**src/rtl/im_prefetch.sv**
```systemverilog
// Instruction prefetch queue: walks a fetch PC, issues single-word reads over a
// req/ack handshake, buffers returned words with PC+4 and presents the head.
module im_prefetch #(
    parameter int unsigned DEPTH    = 4,
    parameter logic [31:0] RESET_PC = 32'd0
) (
    input  logic        clk,
    input  logic        reset,
    output logic        mem_req,
    output logic [31:0] mem_addr,
    input  logic        mem_ack,
    input  logic [31:0] mem_data,
    input  logic        redirect,
    input  logic [31:0] redirect_pc,
    input  logic        hold,
    output logic [31:0] inst,
    output logic [31:0] inst_pc4,
    output logic        inst_valid
);

    localparam int unsigned PTR_W = (DEPTH > 1) ? $clog2(DEPTH) : 1;
    localparam int unsigned CNT_W = PTR_W + 1;

    typedef enum logic [1:0] {
        IDLE    = 2'd0,
        WAIT    = 2'd1,
        DISCARD = 2'd2
    } state_t;

    state_t             state_q, state_d;
    logic [31:0]        fetch_pc_q, fetch_pc_d;
    logic [31:0]        addr_q, addr_d;
    logic [PTR_W-1:0]   rd_ptr_q, rd_ptr_d;
    logic [PTR_W-1:0]   wr_ptr_q, wr_ptr_d;
    logic [CNT_W-1:0]   count_q, count_d;
    logic [31:0]        fifo_inst_q [DEPTH];
    logic [31:0]        fifo_inst_d [DEPTH];
    logic [31:0]        fifo_pc4_q  [DEPTH];
    logic [31:0]        fifo_pc4_d  [DEPTH];

    logic               push;
    logic               pop;
    logic               space;
    logic [CNT_W-1:0]   count_nxt;

    assign mem_req    = (state_q == WAIT) || (state_q == DISCARD);
    assign mem_addr   = mem_req ? addr_q : fetch_pc_q;
    assign inst_valid = (count_q != '0);
    assign inst       = inst_valid ? fifo_inst_q[rd_ptr_q] : 32'd0;
    assign inst_pc4   = inst_valid ? fifo_pc4_q[rd_ptr_q]  : 32'd0;

    // Next-state, FIFO bookkeeping and fetch address update
    always_comb begin
        state_d    = state_q;
        fetch_pc_d = fetch_pc_q;
        addr_d     = addr_q;
        rd_ptr_d   = rd_ptr_q;
        wr_ptr_d   = wr_ptr_q;
        fifo_inst_d = fifo_inst_q;
        fifo_pc4_d  = fifo_pc4_q;

        pop       = inst_valid && !hold && !redirect;
        push      = (state_q == WAIT) && mem_ack && !redirect;
        count_nxt = count_q + CNT_W'(push) - CNT_W'(pop);
        space     = (count_nxt < CNT_W'(DEPTH));
        count_d   = count_nxt;

        if (push) begin
            fifo_inst_d[wr_ptr_q] = mem_data;
            fifo_pc4_d[wr_ptr_q]  = addr_q + 32'd4;
            wr_ptr_d              = wr_ptr_q + PTR_W'(1);
            fetch_pc_d            = fetch_pc_q + 32'd4;
        end
        if (pop) begin
            rd_ptr_d = rd_ptr_q + PTR_W'(1);
        end

        case (state_q)
            IDLE: begin
                if (!redirect && space) begin
                    state_d = WAIT;
                    addr_d  = fetch_pc_q;
                end
            end
            WAIT: begin
                if (redirect) begin
                    state_d = mem_ack ? IDLE : DISCARD;
                end else if (mem_ack) begin
                    if (space) begin
                        addr_d = fetch_pc_d;
                    end else begin
                        state_d = IDLE;
                    end
                end
            end
            DISCARD: begin
                // The stale request completes here; its data never enters the queue
                if (mem_ack) begin
                    state_d = IDLE;
                end
            end
            default: state_d = IDLE;
        endcase

        if (redirect) begin
            fetch_pc_d = redirect_pc;
            count_d    = '0;
            rd_ptr_d   = '0;
            wr_ptr_d   = '0;
        end
    end

    always_ff @(posedge clk or posedge reset) begin
        if (reset) begin
            state_q    <= IDLE;
            fetch_pc_q <= RESET_PC;
            addr_q     <= RESET_PC;
            rd_ptr_q   <= '0;
            wr_ptr_q   <= '0;
            count_q    <= '0;
            for (int i = 0; i < int'(DEPTH); i++) begin
                fifo_inst_q[i] <= 32'd0;
                fifo_pc4_q[i]  <= 32'd0;
            end
        end else begin
            state_q     <= state_d;
            fetch_pc_q  <= fetch_pc_d;
            addr_q      <= addr_d;
            rd_ptr_q    <= rd_ptr_d;
            wr_ptr_q    <= wr_ptr_d;
            count_q     <= count_d;
            fifo_inst_q <= fifo_inst_d;
            fifo_pc4_q  <= fifo_pc4_d;
        end
    end

endmodule

```
**config.mk**
```make
export PLATFORM = sky130hd
export DESIGN_NAME = im_prefetch
export DESIGN_NICKNAME = d
export VERILOG_FILES = /design/src/rtl/im_prefetch.sv
export SDC_FILE = /design/constraint.sdc
export NUM_CORES = 1
export LEC_CHECK = 0
export ABC_AREA = 0
export CORE_ASPECT_RATIO = 1.25
export CORE_UTILIZATION = 25
export DETAILED_ROUTE_END_ITERATION = 8
export PLACE_DENSITY = 0.43
export SYNTH_ARGS = -nofsm -noshare
export SYNTH_HDL_FRONTEND = slang
export SYNTH_SLANG_ARGS = --single-unit
```
**constraint.sdc**
```tcl
create_clock -name clk -period 19.45 [get_ports clk]
set_input_delay 1.945 -clock clk [delete_from_list [all_inputs] [get_ports clk]]
set_output_delay 1.945 -clock clk [all_outputs]
set_load 0.005 [all_outputs]
```
After elaboration in Yosys (flattened, before gate mapping)
Index checks and enable logic that the tools add are counted.
{ "totals": {"regBits": 329, "inputBits": 69, "output_inout_bits": 98, "word_cells": 83} }
{ "classes": {"add_sub_neg": 6, "magnitude_cmp": 4, "eq_ne": 9, "mux": 32, "bitwise": 2, "n_reduce_logical": 16} }
{ "op_table": {"columns": ["cell", "count"], "rows": [
  ["$mux 32", 14],
  ["$bwmux 128", 2],
  ["$bmux 32 s2", 2],
  ["$add 32x3->32 const B", 2],
  ["$demux 32 s2", 1],
  ["$pmux 32 s2", 1],
  ["$mux 2", 10],
  ["$ne 2x2->1 const B", 5],
  ["$ge 3x3->1 const B", 2],
  ["$logic_and 1x1->1", 6],
  ["$ne 3x3->1 const B", 2],
  ["$not 2->3", 2],
  ["$pmux 2 s3", 1],
  ["$reduce_bool 2->1", 3],
  ["$reduce_and 5->1", 1],
  ["$add 2x1->2 const B", 2],
  ["$reduce_and 4->1", 1],
  ["$add 3x1->3", 1],
  ["$lt 3x1->1 const B", 1],
  ["$lt 3x3->1 const B", 1],
  ["$mux 3", 1],
  ["$reduce_bool 3->1", 1],
  ["$sub 3x1->3", 1],
  ["$eq 2x1->1 const B", 1],
  ["other kinds (4)", 5]
]} }

Logic depth before layout (Yosys ltp)
{ "logic_depth": {"depth_word": 10, "mapped_depth": 16, "ltp_nobuf": 15} }

Least setup slack after synthesis
No wires, ideal clock.
{ "synth_timing": {"kind": "input to register", "start": "input port redirect", "end": "register addr_q[10]", "setup_time_ns": 0.125, "arrival_ns": 4.679, "required_ns": 19.325, "path_slack_ns": 14.646, "cell_stages": 13, "path_buffers": 3, "cell_sequence": "clkbuf_1 > clkbuf_1 > nor3_1 > ha_1 > inv_1 > ha_1 > inv_1 > fa_1 > xnor3_1 > nand2b_1 > a21oi_2 > buf_2 > mux2_2"} }
{ "synth_via": {"elab_chain_cells": 8, "word_cells_on_any_way": 16, "cone_classes": "add/sub: 2; order compare: 1; eq/ne: 3; mux: 5; reduce/logical: 5"} }
{ "synth_rtl": {"columns": ["element", "line", "source"], "rows": [
  ["start, declared", "13", "input logic redirect,"],
  ["$logic_not 1->1", "62, 63, 80", null],
  ["$logic_and 1x1->1", "63", "push = (state_q == WAIT) && mem_ack && !redirect;"],
  ["$add 3x1->3", "64", "count_nxt = count_q + CNT_W'(push) - CNT_W'(pop);"],
  ["$sub 3x1->3", "64", null],
  ["$lt 3x3->1", "65", "space = (count_nxt < CNT_W'(DEPTH));"],
  ["$logic_and 1x1->1", "80", "if (!redirect && space) begin"],
  ["$ne 2x2->1 (no source line)", null, null],
  ["$reduce_and 5->1 (no source line)", null, null],
  ["end signal, assigned", "128", "addr_q <= addr_d;"],
  ["end, declared", "32", "logic [31:0] addr_q, addr_d;"]
]} }
Parallel ways exist; a longest one is shown, timed or not. The select of a mux whose other input is x is not followed.
A chain may end at the register's enable or synchronous reset.

Worst setup path after layout
{ "layout_timing": {"start": "input port mem_ack", "end": "register addr_q[12]"} }
{ "layout_via": {"elab_chain_cells": 8, "word_cells_on_any_way": 15, "cone_classes": "add/sub: 2; order compare: 1; eq/ne: 3; mux: 5; reduce/logical: 4"} }
{ "layout_rtl": {"columns": ["element", "line", "source"], "rows": [
  ["start, declared", "11", "input logic mem_ack,"],
  ["$logic_and 1x1->1 (2 in series)", "63", null],
  ["$add 3x1->3", "64", null],
  ["$sub 3x1->3", "64", null],
  ["$lt 3x3->1", "65", null],
  ["$logic_and 1x1->1", "80", null],
  ["$ne 2x2->1 (no source line)", null, null],
  ["$reduce_and 5->1 (no source line)", null, null]
]} }
Parallel ways exist; a longest one is shown, timed or not. The select of a mux whose other input is x is not followed.

==> results.tsv <==
stage	metric	value	unit
run_status	outcome	finished, final reports clean	
synth	postSynthCellCount	1268	
final_layout	finalNetCount	1492	
synth	synth_top_family_by_area	multiplexers	
clock_network	cts_buffers	41	
clock_network	post_cts_buffers	0	
hold_path	min_path_type	reg -> reg	
synth	ys_seq_elements	329	
die	die_area	64700	sq um
setup_path	path_max_fanout	19	
setup_path	timing.rr.start	state_q[1]	
place	dp_hpwl	27.4	mm
routing	drt_iter0_drc	379	
routing	vias	10300	
synth	synth_xor_area_frac	0.0365	
final_layout	regArea	8240	sq um
timing	drv_slew	0	
timing	worst_pin_slew	1.10	ns
place	dp.cells	2208	
hold_path	worstHoldStart	fifo_pc4_q[11]	
pwr	ir_drop	74.7	uV
clock_network	clk_pin_slew	0.06	ns
synth	synthesis.area_per_instance	12.5	sq um
setup_path	start_kind	primary input	
clock_network	h-tree-depth	2	
synth	synth.yosys.seq_area_share	0.517	
place	gp_congestion	0.763	
clock_network	cts_tree	yes	
synth	syn-num-nets	1349	
timing	hold_violations	0	
pwr	p_leak	8.29	nW
setup_path	endpoint_kind	flip-flop	
routing	post_drt_wl_per_cell	18.9	microns
final_layout	fillers	6340	
global_route	grt_pass1_vias	11500	
pwr	p_per_area	153	nW/um^2
routing	via_per_inst	4.53	
synth	synth_warnings	0	
die	die_x	228	microns
routing	drc	0	
synth	synth-compound-area-share	0.0492	
global_route	antenna_found_initial	0	
clock_network	post_cts_resize_count	0	
die	core	63000	sq um
routing	wirelength	43.1	mm
synth	yosys.area.top_type	dfrtp_1	
clock_network	clkSinkCount	329	
clock_network	cts_root_buf	clkbuf_16	
timing	rsz0062_at_grt	false	
clock_network	clk_latency	0.56	ns
timing	post-route-min-period	5.38	ns
setup_path	reg2reg_to	addr_q[12]	
setup_path	r2r_slack	15.15	ns
synth	synth.area.top_cells	dfrtp_1 (52%), mux2_2 (16%), mux4_2 (9.1%)	
synth	synthAdderAreaFrac	0.00991	
setup_path	crit_type	in -> reg	
timing	setup_tns	0	ns
setup_path	crit_required	19.89	ns
die	rows	103	
clock_network	hold_buffers	0	
place	portBuffers	166	
synth	synth_edf_count	0	
timing	setup_viol_count_final	0	
routing	drt_first_pass_iters	4	
synth	synth_area	15900	sq um
die	ioPinCount	167	
synth	ys_types	53	
synth	synth_simple_gate_area_frac	0.112	
final_layout	instances_no_fill	2281	
timing	finClkSkew	0.0234	ns
setup_path	worst-r2r-cell-count	15	
global_route	grt_start_max_net_pins	118	
synth	synth-async-reset-ratio	1.00	
timing	fmax	186	MHz
global_route	grt_pass1_wl	68.2	mm
synth	synth_mux_area_frac	0.248	
die	initial_core_util	0.253	
setup_path	crit_arrival	5.82	ns
hold_path	min_path_cells	2	
hold_path	min_delay_worst_endpoint	fifo_pc4_q[11]	
clock_network	clk_path_buf_depth	3	
final_layout	syn2layout_area_growth	24.0	%
timing	slew_headroom	0.258	
synth	yosysTopAreaCellShare	0.517	
run	maxCapViolCount	0	
timing	finalCritPeriodShare	0.276	
final_layout	layout-drive-gt1-share	0.273	
synth	synth-main-ff-cell	dfrtp_1	
final_layout	diodes	0	
routing	drtAntennaViolNets	0	
global_route	grt.total_usage	0.138	
die	fp.dieH	284	microns
final_layout	multi_input_area	7290	sq um
global_route	globalRoute.totalOverflow	0	
critical path, stage by stage:
cell	delay [ns]
clkdlybuf4s50_1	0.63
nand2_4	0.15
nor2_4	0.35
inv_4	0.13
ha_1	0.31
inv_1	0.06
ha_1	0.13
inv_1	0.04
fa_1	0.40
xnor3_1	0.25
nand2b_1	0.14
a21oi_4	0.53
buf_4	0.37
mux2_2	0.36
how the worst max path moves through the flow:
stage | from | to | slack, ns
5_1_grt | mem_ack | addr_q[17] | 13.84
3_5_place_dp | mem_ack | addr_q[11] | 13.45
6_report | mem_ack | addr_q[12] | 14.07
2_1_floorplan | reset | addr_q[0] | 8.39
3_3_place_gp | mem_ack | addr_q[12] | 13.53
4_1_cts | rd_ptr_q[0] | inst_pc4[24] | 13.93
final cells by class:
cell class | count | area share
Sequential cell | 329 | 0.417
Multi-Input combinational cell | 847 | 0.369
Timing Repair Buffer | 179 | 0.0889
Clock buffer | 59 | 0.0605
Tap cell | 840 | 0.0532
Clock inverter | 14 | 0.00786
Inverter | 13 | 0.00298
report_power, final:
group          internal (mW)  switching (mW)
combinational          0.658           0.480
clock                  0.465           0.305
sequential             0.917           0.186
synth_stat cells, types with 2 or more instances:
master,instances
nor4_1,4
mux4_2,64
mux2_2,222
inv_1,12
xor2_1,34
and2_1,66
dfrtp_1,329
buf_1,5
clkbuf_1,49
and4_1,11
buf_2,16
ha_1,11
a21oi_1,4
nand4_1,13
nor2_1,24
a2bb2oi_1,2
buf_6,8
o21ai_0,116
nor2b_1,2
and3_1,7
nor4_4,2
nand2_1,156
nor3_2,3
nor3_1,8
nor4_2,5
o21ai_1,8
nand3_1,25
xnor2_1,27
nand2b_1,2
a22oi_1,6
or2_2,2
a221o_1,4
stage by stage:
step	cell area [sq um]	hold slack, ns	total power, mW	worst slack, ns	utilization
finish	19700	0.472	3.01	14.07	0.313
global route	19700	0.499	3.23	13.84	0.313
CTS	19700	0.479	3.08	13.93	0.313
detailed placement	18400	0.465	2.28	13.45	0.292
global placement	18400	0.456	2.26	13.53	0.292
floorplan	15900	0.443	1.77	8.39	-
metal layers:
layer	global-route usage	wire [microns]
met1	0.175	18900
met2	0.230	21000
met3	0.0295	1960
met4	0.0461	1270
met5	0	0
flip-flops by register name (all words and copies together), names as in the netlist:
register	cells
addr_q	32
count_q	3
fetch_pc_q	32
fifo_inst_q	128
fifo_pc4_q	128
rd_ptr_q	2
state_q	2
wr_ptr_q	2
placed cells by master (no fill, tap or decap), types with 10 or more instances in the layout:
master	count
and2_1	66
nand4_1	13
mux4_2	64
and4_1	11
nor2_1	24
dfrtp_1	327
clkbuf_8	10
nand2_1	152
o21ai_0	116
mux2_2	222
ha_1	11
inv_1	10
buf_4	13
xor2_1	34
clkbuf_16	41
nand3_1	25
xnor2_1	27
clkdlybuf4s50_1	165
cells by family after synthesis:
family                     count (synthesis)
and+or+nand+nor                          340
AOI/OAI and AO/OA                        145
buffers and inverters                     92
muxes                                    287
DFF                                      329
xor gates and xnor gates                  63
adders and majority gates                 12
Note: power is estimated with default switching activity, not from simulation.
